### src/rtl/mod_pkg.sv
// Shared types and elaboration helpers for the mod_reduce shift-subtract reducer.
package mod_pkg;

    typedef enum logic [1:0] {
        IDLE = 2'd0,
        BUSY = 2'd1,
        DONE = 2'd2
    } state_e;

    // Iteration counter width; never narrower than one bit.
    function automatic int cnt_width(input int width, input int steps);
        int w;
        w = $clog2(width / steps);
        return (w < 1) ? 1 : w;
    endfunction

    function automatic bit cfg_ok(input int width, input int steps);
        return (width >= 2) && (steps >= 1) && (steps <= width) && ((width % steps) == 0);
    endfunction

endpackage

### src/rtl/mod_reduce_if.sv
// Operand/result handshake bundle for mod_reduce; quot exists only with MOD_REDUCE_QUOTIENT_EN.
// valid/ready: a transfer happens on a rising edge where valid && ready; the sender holds its data stable until then.
interface mod_reduce_if #(
    parameter int WIDTH = 128
);
    logic             in_valid;
    logic             in_ready;
    logic [WIDTH-1:0] a;
    logic [WIDTH-1:0] b;
    logic             out_valid;
    logic             out_ready;
    logic [WIDTH-1:0] res;
    logic             div_zero;
`ifdef MOD_REDUCE_QUOTIENT_EN
    logic [WIDTH-1:0] quot;
`endif

    modport master (
        output in_valid, a, b, out_ready,
`ifdef MOD_REDUCE_QUOTIENT_EN
        input  quot,
`endif
        input  in_ready, out_valid, res, div_zero
    );

    modport slave (
        input  in_valid, a, b, out_ready,
`ifdef MOD_REDUCE_QUOTIENT_EN
        output quot,
`endif
        output in_ready, out_valid, res, div_zero
    );
endinterface

### src/rtl/mod_sub_stage.sv
// One restoring-division sub-step: shift in a dividend bit, subtract b if it fits.
module mod_sub_stage #(
    parameter int WIDTH = 128
) (
    input  logic [WIDTH-1:0] rem,
    input  logic             bit_in,
    input  logic [WIDTH-1:0] b,
    output logic [WIDTH-1:0] rem_next,
    output logic             q_bit
);
    logic [WIDTH:0] t;

    // Compare at WIDTH+1 bits; the difference is always < b, so WIDTH-bit wrap subtraction is exact.
    always_comb begin
        t        = {rem, bit_in};
        q_bit    = (t >= {1'b0, b});
        rem_next = q_bit ? (t[WIDTH-1:0] - b) : t[WIDTH-1:0];
    end
endmodule

### src/rtl/mod_reduce.sv
// Fixed-latency a mod b by restoring long division, STEPS quotient bits per clock.
// Optional quotient output enabled by defining MOD_REDUCE_QUOTIENT_EN.
module mod_reduce
    import mod_pkg::*;
#(
    parameter int WIDTH = 128,
    parameter int STEPS = 1
) (
    input  logic           clk,
    input  logic           rst,
    mod_reduce_if.slave    bus,
    output state_e         dbg_state
);
    localparam int             ITERS    = WIDTH / STEPS;
    localparam int             CW       = cnt_width(WIDTH, STEPS);
    localparam logic [CW-1:0]  CNT_LOAD = CW'(ITERS - 1);

    if (!cfg_ok(WIDTH, STEPS)) begin : g_cfg_err
        $error("mod_reduce: WIDTH must be >= 2 and divisible by STEPS");
    end

    state_e           state_q, state_d;
    logic [WIDTH-1:0] a_q;
    logic [WIDTH-1:0] b_q;
    logic [WIDTH-1:0] rem_q;
    logic [CW-1:0]    cnt_q;
    logic             div_zero_q;
    logic             b_zero;
    logic             last_iter;

    logic [WIDTH-1:0] rem_chain [0:STEPS];
    logic [STEPS-1:0] q_bits;

    assign b_zero    = (bus.b == '0);
    assign last_iter = (cnt_q == '0);
    assign dbg_state = state_q;

    // Sub-step i consumes dividend bit WIDTH-1-i, so the first stage yields the group's top quotient bit.
    assign rem_chain[0] = rem_q;
    for (genvar i = 0; i < STEPS; i++) begin : g_stage
        mod_sub_stage #(.WIDTH(WIDTH)) u_stage (
            .rem      (rem_chain[i]),
            .bit_in   (a_q[WIDTH-1-i]),
            .b        (b_q),
            .rem_next (rem_chain[i+1]),
            .q_bit    (q_bits[STEPS-1-i])
        );
    end

    always_ff @(posedge clk or posedge rst) begin
        if (rst) state_q <= IDLE;
        else     state_q <= state_d;
    end

    always_comb begin
        state_d = state_q;
        case (state_q)
            IDLE:    if (bus.in_valid) state_d = b_zero ? DONE : BUSY;
            BUSY:    if (last_iter) state_d = DONE;
            DONE:    if (bus.out_ready) state_d = IDLE;
            default: state_d = IDLE;
        endcase
    end

    always_comb begin
        bus.in_ready  = (state_q == IDLE);
        bus.out_valid = (state_q == DONE);
    end

    // rem_q doubles as the result register: it only changes in IDLE/BUSY, so it is stable in DONE.
    always_ff @(posedge clk or posedge rst) begin
        if (rst) begin
            a_q        <= '0;
            b_q        <= '0;
            rem_q      <= '0;
            cnt_q      <= '0;
            div_zero_q <= 1'b0;
        end else begin
            case (state_q)
                IDLE: if (bus.in_valid) begin
                    a_q        <= bus.a;
                    b_q        <= bus.b;
                    cnt_q      <= CNT_LOAD;
                    div_zero_q <= b_zero;
                    rem_q      <= b_zero ? bus.a : '0;
                end
                BUSY: begin
                    a_q   <= a_q << STEPS;
                    rem_q <= rem_chain[STEPS];
                    cnt_q <= cnt_q - CW'(1);
                end
                default: ;
            endcase
        end
    end

    assign bus.res      = rem_q;
    assign bus.div_zero = div_zero_q;

`ifdef MOD_REDUCE_QUOTIENT_EN
    logic [WIDTH-1:0] quot_q;

    always_ff @(posedge clk or posedge rst) begin
        if (rst) begin
            quot_q <= '0;
        end else begin
            case (state_q)
                IDLE: if (bus.in_valid) quot_q <= b_zero ? '1 : '0;
                BUSY: quot_q <= (quot_q << STEPS) | WIDTH'(q_bits);
                default: ;
            endcase
        end
    end

    assign bus.quot = quot_q;
`endif
endmodule

### src/flat_wrapper.sv
// flat-port wrapper written by rule: the top's interface ports become plain ports
module mod_reduce_flat import mod_pkg::*;
#(
    parameter int WIDTH = 128,
    parameter int STEPS = 1
)
  (clk, rst, dbg_state, bus_in_valid, bus_a, bus_b, bus_out_ready, bus_in_ready, bus_out_valid, bus_res, bus_div_zero);
  mod_reduce_if #(.WIDTH(WIDTH)) bus_i ();
  input  logic clk;
  input  logic rst;
  output state_e dbg_state;
  input wire logic [$bits(bus_i.in_valid)-1:0] bus_in_valid;
  input wire logic [$bits(bus_i.a)-1:0] bus_a;
  input wire logic [$bits(bus_i.b)-1:0] bus_b;
  input wire logic [$bits(bus_i.out_ready)-1:0] bus_out_ready;
  output wire logic [$bits(bus_i.in_ready)-1:0] bus_in_ready;
  output wire logic [$bits(bus_i.out_valid)-1:0] bus_out_valid;
  output wire logic [$bits(bus_i.res)-1:0] bus_res;
  output wire logic [$bits(bus_i.div_zero)-1:0] bus_div_zero;
  assign bus_i.in_valid = bus_in_valid;
  assign bus_i.a = bus_a;
  assign bus_i.b = bus_b;
  assign bus_i.out_ready = bus_out_ready;
  assign bus_in_ready = bus_i.in_ready;
  assign bus_out_valid = bus_i.out_valid;
  assign bus_res = bus_i.res;
  assign bus_div_zero = bus_i.div_zero;
  mod_reduce #(.WIDTH(WIDTH), .STEPS(STEPS)) u_core (.clk(clk), .rst(rst), .bus(bus_i), .dbg_state(dbg_state));
endmodule
### config.mk
export PLATFORM = sky130hd
export DESIGN_NAME = mod_reduce_flat
export DESIGN_NICKNAME = d
export VERILOG_FILES = /design/src/rtl/mod_pkg.sv /design/src/rtl/mod_reduce_if.sv /design/src/rtl/mod_sub_stage.sv /design/src/rtl/mod_reduce.sv /design/src/flat_wrapper.sv
export SDC_FILE = /design/constraint.sdc
export NUM_CORES = 1
export LEC_CHECK = 0
export BUFFER_PORTS_ARGS = -buffer_cell sky130_fd_sc_hd__buf_2
export CAP_MARGIN = 20
export CORE_UTILIZATION = 59
export DETAILED_ROUTE_END_ITERATION = 7
export PLACE_DENSITY = 0.85
export SLEW_MARGIN = 10
export SYNTH_ARGS = -nofsm -noshare
export SYNTH_HDL_FRONTEND = slang
export SYNTH_HIERARCHICAL = 1
export SYNTH_SLANG_ARGS = --single-unit
### constraint.sdc
create_clock -name clk -period 16.7 [get_ports clk]
set_input_delay 3.34 -clock clk [delete_from_list [all_inputs] [get_ports clk]]
set_output_delay 3.34 -clock clk [all_outputs]
set_load 0.05 [all_outputs]
Word-level counts from Yosys, hierarchy flattened

Index checks and enable logic that the tools add are counted.

Register bits: 394
Logic and storage cells: 34
Output and inout bits: 133

Magnitude comparators: 1
Multiplexer cells: 13
Reduce and logical (&&, ||, !) cells: 7
Add/subtract/negate cells: 2
Eq/ne operators: 5

Operator list:

| kind                                                                     | count |
|---|---|
| 128-bit two-way mux                                                      | 4 |
| 128-bit case mux with 2 select lines                                     | 2 |
| 129-bit by 128-bit >= comparator with 1-bit output                       | 1 |
| 128-bit zero test                                                        | 1 |
| 128-bit subtractor                                                       | 1 |
| 7-bit case mux with 2 select lines                                       | 1 |
| 2-bit two-way mux                                                        | 4 |
| 7-bit zero test                                                          | 1 |
| 7-bit two-way mux                                                        | 1 |
| 7-bit by 1-bit subtractor with 7-bit output (second input constant)      | 1 |
| 2-bit case mux with 3 select lines                                       | 1 |
| 2-bit inequality test (second input constant)                            | 2 |
| 2-bit AND reduction                                                      | 2 |
| 3-bit AND reduction                                                      | 1 |
| 2-bit by 1-bit == test with 1-bit output (second input constant)         | 1 |
| 2-bit == test (second input constant)                                    | 1 |
| 2-bit zero test                                                          | 1 |
| 2-bit by 1-bit inequality test with 1-bit output (second input constant) | 1 |
| 2-bit nonzero test                                                       | 1 |

Depth between registers and ports, before layout

Gate-level depths: netlist of run 1.

Word-level depth: 4
Depth in mapped cells: 19
Mapped depth without buffers: 16

Hierarchy

The synthesis of run 1 kept the hierarchy.

Modules (own cells, without submodules):

| module        | times used | cells an instance | area each (sq um) |
|---|---|---|---|
| mod_reduce    | 1          | 2015              | 17311.6 |
| mod_sub_stage | 1          | 1797              | 10507.6 |

Worst setup path after synthesis of run 1

Ideal clock, no wire load.

Kind: register to output
Start: reg u_core.state_q[1], in the netlist u_core/dbg_state[1]
End: out bus_out_valid
Stages on the path, launching flop included: 2
Arrival: 1478 ps
Slack: 11882 ps
Required time: 13360 ps
Path through: dfrtp_1 nor2b_1

Cells in the longest elaborated chain, start to end: 1

Ends and longest elaborated chain:

| element                | line               | RTL |
|---|---|---|
| from (decl)            | mod_reduce.sv:22   | `state_e state_q, state_d;` |
| from (signal assigned) | mod_reduce.sv:52   | `else state_q <= state_d;` |
| 2-bit == test          | mod_reduce.sv:67   | `bus.out_valid = (state_q == DONE);` |
| to (decl)              | flat_wrapper.sv:17 | `output wire logic [$bits(bus_i.out_valid)-1:0] bus_out_valid;` |

Every way passes these cells.

Worst setup path in the final report of run 1

Start: in bus_b[115]
End: reg u_core.rem_q[84], in the netlist u_core/bus.res[84]

Cells in the longest elaborated chain, start to end: 4

Ends and longest elaborated chain:

| element                              | line               | RTL |
|---|---|---|
| from (decl)                          | flat_wrapper.sv:14 | `input wire logic [$bits(bus_i.b)-1:0] bus_b;` |
| 128-bit zero test                    | mod_reduce.sv:34   | `assign b_zero = (bus.b == '0);` |
| 128-bit two-way mux                  | mod_reduce.sv:85   | `rem_q <= b_zero ? bus.a : '0;` |
| 128-bit two-way mux                  | mod_reduce.sv:80   | `IDLE: if (bus.in_valid) begin` |
| 128-bit case mux with 2 select lines | mod_reduce.sv:79   | `case (state_q)` |
| to (signal assigned)                 | mod_reduce.sv:85   |  |
| to (signal assigned)                 | mod_reduce.sv:89   | `rem_q <= rem_chain[STEPS];` |
| to (decl)                            | mod_reduce.sv:25   | `logic [WIDTH-1:0] rem_q;` |

Every way passes these cells. The select of a mux whose other input is x is not followed.
A chain may end at the register's enable or synchronous reset.

==> out/results.ini, run 1 <==
[worst_setup_path]
cpLargestDelayFamily=simple AND/OR/NAND/NOR gates
worstPathArrival_ns=6.70
worstSetupPathType=input port to flip-flop
path_max_fanout=67
crit_required_ns=17.18
critPathLaunchType=input port
crit_chain=buf_2, nor4_2, nand4_1, nor4_2, buf_2, nand2_4, buf_4, o22ai_1
crit_buf_inv=3
end_kind=flip-flop
cp_slowest_cell=nor4_2
slowest_delay_ns=0.79

[placed_design]
port_buffers=392
place_hpwl_um=65600
gp_congestion=0.956

[worst_hold_path]
holdCritPathClass=flip-flop to flip-flop

[logic_synthesis]
synth_seq_cells=394
yosys_warnings=6
synth_edf_count=0
syn_area_sq_um=27800
synthFlopType=dfrtp_1
synth_nets=4202
syn_inst=3812
synth_top_area_frac=0.354
synthSimpleGateAreaFrac=0.257
synth_top_family_by_area=simple AND/OR/NAND/NOR gates
yosys-top-cells-area=dfrtp_1 35%, nand2_1 13%, a21oi_1 7.9%, ha_1 5.8%, nor2_1 4.7%
ys_seq_area_frac=0.354
postSynthAreaPerCell_sq_um=7.30
synthXorXnorAreaFrac=0.0353
async_flop_share=1.00
synth_compound_area_frac=0.199
yosys.area_share.adder=0.0587
yosysTopAreaCell=dfrtp_1
muxShareOfSynthArea=0.000765
synth_cell_type_count=73

[clock_network]
numCtsBuffers=42
cts_tree=yes
cts.repair.resized=0
clock_latency_ns=0.58
postCtsHoldBufs=0
clockBufferDepth=3
post_cts_buffers=0
clkSinkCount=394
cts_root_buf=clkbuf_16
path_clk_slew_ns=0.06
htree_levels=2

[floorplan]
rows=79
start_util=0.598
die_h_um=219
pin_count=393
fp.coreArea_sq_um=46600
dieArea_sq_um=48000
fp.dieW_um=219

[sta]
finalCritPeriodShare=0.372
worst_pin_slew_ns=1.08
setup_viol=0
rsz0062_at_grt=no
fin_setup_tns_ns=0
final_max_slew_viol_count=0
fmax_mhz=161
hold_viol_final=0
skew_ns=0.0202
slew_headroom=0.277
finalCriticalPeriod_ns=6.22

[cells_and_area]
fillers=4026
drive_gt1_frac=0.131
nNetsFinal=4313
diodes=0
areaGrowthSynthToFinish_pct=9.45

[global_route]
grt.total_usage=0.364
globalRouteOverflowTotal=0
first_global_vias=26100
antenna_found_initial=0
grt_first_pass_wirelength_um=138000
grt_max_degree=183

[route]
wl_per_cell_um=19.3
route.vias.total=27600
postRouteAntennaNets=0
drt_iter0_drc=3033
dr.pass1.iters=6
drc=0
wl_um=88100
viasPerCell=6.06

[job]
cap_violations=0

[outcome]
status=finished clean

final timing paths:
kind / from / end / slack [ns] / cells after the start
max in group asynchronous: rst / u_core/a_q[110] / 12.22 / 3
min in group asynchronous: rst / u_core/b_q[51] / 2.93 / 2
setup reg to reg: u_core/bus.res[30] / u_core/bus.res[18] / 11.24 / 16
setup / recovery: bus_b[115] / u_core/bus.res[84] / 10.48 / 8
hold / removal: u_core/a_q[41] / u_core/a_q[41] / 0.48 / 2
hold reg to reg: u_core/a_q[41] / u_core/a_q[41] / 0.48 / 2
kinds of logic after synthesis:
group                    after synthesis
AO/OA/AOI/OAI                        938
XOR/XNOR                             112
adder cells (fa/ha/maj)              130
buffers and inverters                540
flip-flops                           394
multiplexers                           2
AND/OR/NAND/NOR                     1696
worst min-delay path, delay by kind of cell, from the launching register on:
family,cells,cell delay [ns]
flip-flops,1,0.34
AND/OR/NAND/NOR,2,0.10
cells in the mapped netlist (45+ instances only):
cell type	number
nand4_1	76
o21ai_0	137
xnor2_1	73
nor2_1	347
buf_4	140
nand3_1	151
clkbuf_1	163
dfrtp_1	394
ha_1	129
a21oi_1	440
nand2_1	960
inv_1	191
nor4_1	45
o22ai_1	128
o21bai_1	50
cell usage in the layout, fill, tap and decap left out, types with 19 or more instances in the layout:
master / count
buf_2: 393
nand4_1: 76
buf_4: 19
dfrtp_1: 394
o22ai_1: 128
nor3_1: 39
a21o_1: 43
xor2_1: 39
clkbuf_16: 45
ha_1: 129
nor4_1: 42
nand2_1: 958
o21ai_0: 137
o21a_1: 21
nand3_1: 151
a21oi_1: 440
xnor2_1: 73
o21bai_1: 50
inv_1: 190
nor2_1: 346
metal layers:
metal  wire length (um)  vias to the layer above  global-route usage  part of all wire
met1              37100                    13100               0.489              0.42
met4               3290                        0               0.148             0.037
met3               7290                      190              0.0739             0.083
met2              40400                     1221               0.574              0.46
met5                  0                        -                   0                 0
li1                   -                    13100                   -                 -
stage by stage:
stage	instance area [sq um]	cells	utilization	hold WS (ns)	worst slack, ns
floorplan	27800	3812	-	0.440	2.41
global placement	28800	4483	0.620	0.455	8.50
detailed placement	28900	4484	0.620	0.462	10.10
CTS	30400	4558	0.653	0.478	10.70
global route	30400	4560	0.654	0.489	10.46
finish	30400	4560	0.654	0.476	10.48
sequential cells by signal, summed over array words and instances, names as in the netlist:
signal and flops:
u_core/a_q 128, u_core/b_q 128, u_core/bus.div_zero 1, u_core/bus.res 128
u_core/cnt_q 7, u_core/dbg_state 2
cell type report:
type                    instances  area, sq um  share of cell area
multi-input cells            2878        15400               0.505
well taps                     607          759              0.0249
clock buffers                  58         1270              0.0419
flip-flops and latches        394         9860               0.324
inverters                     192          733              0.0241
repair buffers                415         2150              0.0708
clock inverters                16          290             0.00953
Power of run 1 is not shown: default switching activity piles up to over one toggle a cycle in this logic, so the estimate is an artifact.
==> run 2: changes to the inputs <==
Settings changed: ABC_AREA from default to 1, CORE_UTILIZATION 59 to 55, PLACE_DENSITY 0.85 to 0.82.
Clock period 16.7 ns to 5.3 ns, I/O delays scaled along.
==> run 2 against run 1 <==
First-iteration DRC count up 30%. Sequential cell count unchanged. Wire length up 51%. Clock skew down 0.0062 ns. Via count up 32%. Critical path depth up 8. Cell count up 46%. Global-route usage up 5.1 points. Synthesized cell count up 49%. Highest routed layer unchanged.
==> out/results.ini, run 2 <==
[logic_synthesis]
syn_area_sq_um=33900
synth_edf_count=0
synth_cell_type_count=43
yosysTopAreaCell=dfrtp_1
synth_top_area_frac=0.291
ys_seq_area_frac=0.291
synth_nets=6063
synth_seq_cells=394
postSynthAreaPerCell_sq_um=5.98
synthTopCellsByCount=2455 x nand2_1, 987 x inv_1, 420 x nand3_1
syn_inst=5673
yosys-top-cells-area=dfrtp_1 29%, nand2_1 27%, inv_1 11%, nand3_1 6.2%, a22oi_1 5.5%
yosys_warnings=6
yosysMostFrequentCell=nand2_1
async_flop_share=1.00
synthFlopType=dfrtp_1

[sta]
finalCritPeriodShare=0.863
worst_pin_slew_ns=1.22
hold-worst-slack_ns=0.480
fin_setup_tns_ns=0
hold_viol_final=0
finalCriticalPeriod_ns=4.57
fmax_mhz=219
setup_slack_ns=0.727
slew_headroom=0.185
skew_ns=0.0141
final_max_slew_viol_count=0
setup_viol=0
rsz0062_at_grt=no

[worst_setup_path]
crit_buf_inv=1
crit_required_ns=5.80
worstPathArrival_ns=5.07
r2r_start=u_core/bus.res[99]
crit_chain=ha_1, nand2_1, nor2_1, nand2_1, nor2_1, nand3_1, nor2_1, nand2_1, nand3_2, nor2_4, nand2_4, buf_12, nand3_1, nand2_1, a22oi_1, nand2_1
slowest_delay_ns=0.52
end_kind=flip-flop
rr_worst_depth=16
reg2reg_slack_ns=0.73
critPathLaunchType=flip-flop
path_max_fanout=73
cp_common_cell=nand2_1
cpLargestDelayFamily=simple AND/OR/NAND/NOR gates
cp_slowest_cell=nor2_1
rr_endpoint=u_core/bus.res[109]
worstSetupPathType=flip-flop to flip-flop

[cells_and_area]
drive_gt1_frac=0.0969
nNetsFinal=6241
final_common_cell=nand2_1
diodes=0
mostFrequentLayoutCells=2455 x nand2_1, 986 x inv_1, 420 x nand3_1, 394 x dfrtp_1, 392 x buf_2
fin_util=0.607
fillers=5916
areaGrowthSynthToFinish_pct=8.70
fin_area_sq_um=36900
fin_cells=6663

[clock_network]
numCtsBuffers=41
path_clk_slew_ns=0.06
postCtsHoldBufs=0
cts_tree=yes
cts_root_buf=clkbuf_16
htree_levels=2
clockBufferDepth=3
post_cts_buffers=0
clock_latency_ns=0.58
clkSinkCount=394
cts.repair.resized=0

[pwr]
p_sw_mw=1.41
power.internal_mw=4.84
seq_power_share=0.481
p_sw_frac=0.225
vdd_drop_max_mv=0.272
cellPowerDensity_nw_per_um2=170
comb_power_share=0.037
p_clk_frac=0.482
finalPower_mw=6.25
p_leak_nw=23.2

[global_route]
grt_max_degree=193
globalRouteOverflowTotal=0
first_global_vias=34400
antenna_found_initial=1
grt_first_pass_wirelength_um=200000
grt.total_usage=0.415

[route]
route.vias.total=36600
wl_um=133000
viasPerCell=5.49
drc=0
drt_iter0_drc=3929
wl_per_cell_um=19.9
postRouteAntennaNets=0
dr.pass1.iters=6

[floorplan]
pin_count=393
fp.coreArea_sq_um=60700
die_h_um=250
start_util=0.559
rows=90
dieArea_sq_um=62700
fp.dieW_um=250

[placed_design]
pre_cts_ws_ns=0.965
place_hpwl_um=107000
gp_congestion=1.08
dpl-instance-area_sq_um=35500
port_buffers=392
dp_cells=6590

[outcome]
status=finished clean

[job]
cap_violations=0

[worst_hold_path]
holdCritPathClass=flip-flop to flip-flop
min_delay_path_depth=2
min_delay_worst_endpoint=u_core/a_q[4]
hp-start=u_core/a_q[4]

run 2: changes by cell type after synthesis, moves of 63 or more:
| cell | change |
|---|---|
| clkbuf_1 | -110 |
| nand3_1 | +269 |
| inv_1 | +796 |
| a21oi_1 | -342 |
| o21ai_0 | -98 |
| nand2_1 | +1495 |
| o22ai_1 | -127 |
| nand4_1 | -63 |
| xnor2_1 | -73 |
| a22oi_1 | +247 |
run 2: cell type report:
cell class / instances / area, sq um / share of cell area
multi-input combinational: 3965 / 18400 / 0.500
sequential: 394 / 9860 / 0.267
inverter: 1020 / 3840 / 0.104
timing repair buffer: 429 / 2360 / 0.0641
clock buffer: 55 / 1170 / 0.0318
tap: 782 / 978 / 0.0265
clock inverter: 18 / 205 / 0.00557
run 2: cell families (layout without fill, tap and decap cells):
family	Yosys count	in the layout	share of synthesized area
AOI/OAI and AO/OA	402	402	0.0788
xor gates and xnor gates	62	62	0.0160
buffers and inverters	1314	1522	0.166
DFF	394	394	0.291
and+or+nand+nor	3371	3371	0.401
adders and majority gates	130	130	0.0482
run 2: power by group through the flow:
stage	sequential [mW]	clock [mW]	combinational [mW]
after floorplan	3.07	0	0.0608
after global placement	3.06	0	0.226
after detailed placement	3.06	0	0.228
after CTS	3.01	3.03	0.230
after global routing	3.01	3.14	0.252
final	3.01	3.01	0.231
run 2: worst max-delay path by stage:
| stage | from | endpoint | slack [ns] | cells after the start |
|---|---|---|---|---|
| finish | u_core/bus.res[99] | u_core/bus.res[109] | 0.73 | 16 |
| global route | u_core/bus.res[121] | u_core/bus.res[2] | 0.67 | 13 |
| CTS | u_core/bus.res[119] | u_core/bus.res[101] | 0.94 | 12 |
| detailed placement | u_core/bus.res[99] | u_core/bus.res[0] | 0.96 | 15 |
| global placement | u_core/bus.res[99] | u_core/bus.res[0] | 1.02 | 15 |
| floorplan | rst | u_core/a_q[0] | -1.06 | 1 |
run 2: per-layer routing:
metal  wire length [um]  GRT usage
met5                  0          0
met2              61500      0.692
met3              10500     0.0530
met4               5670      0.158
met1              55300      0.548
run 2: worst register-to-register path, delay by kind of cell (launching register included):
family                     cells  cell delay (ns)
AOI/OAI and AO/OA              1             0.09
adders and majority gates      1             0.48
buffers and inverters          1             0.32
and+or+nand+nor               13             3.17
DFF                            1             0.43
Power figures use the tool's default switching activity.
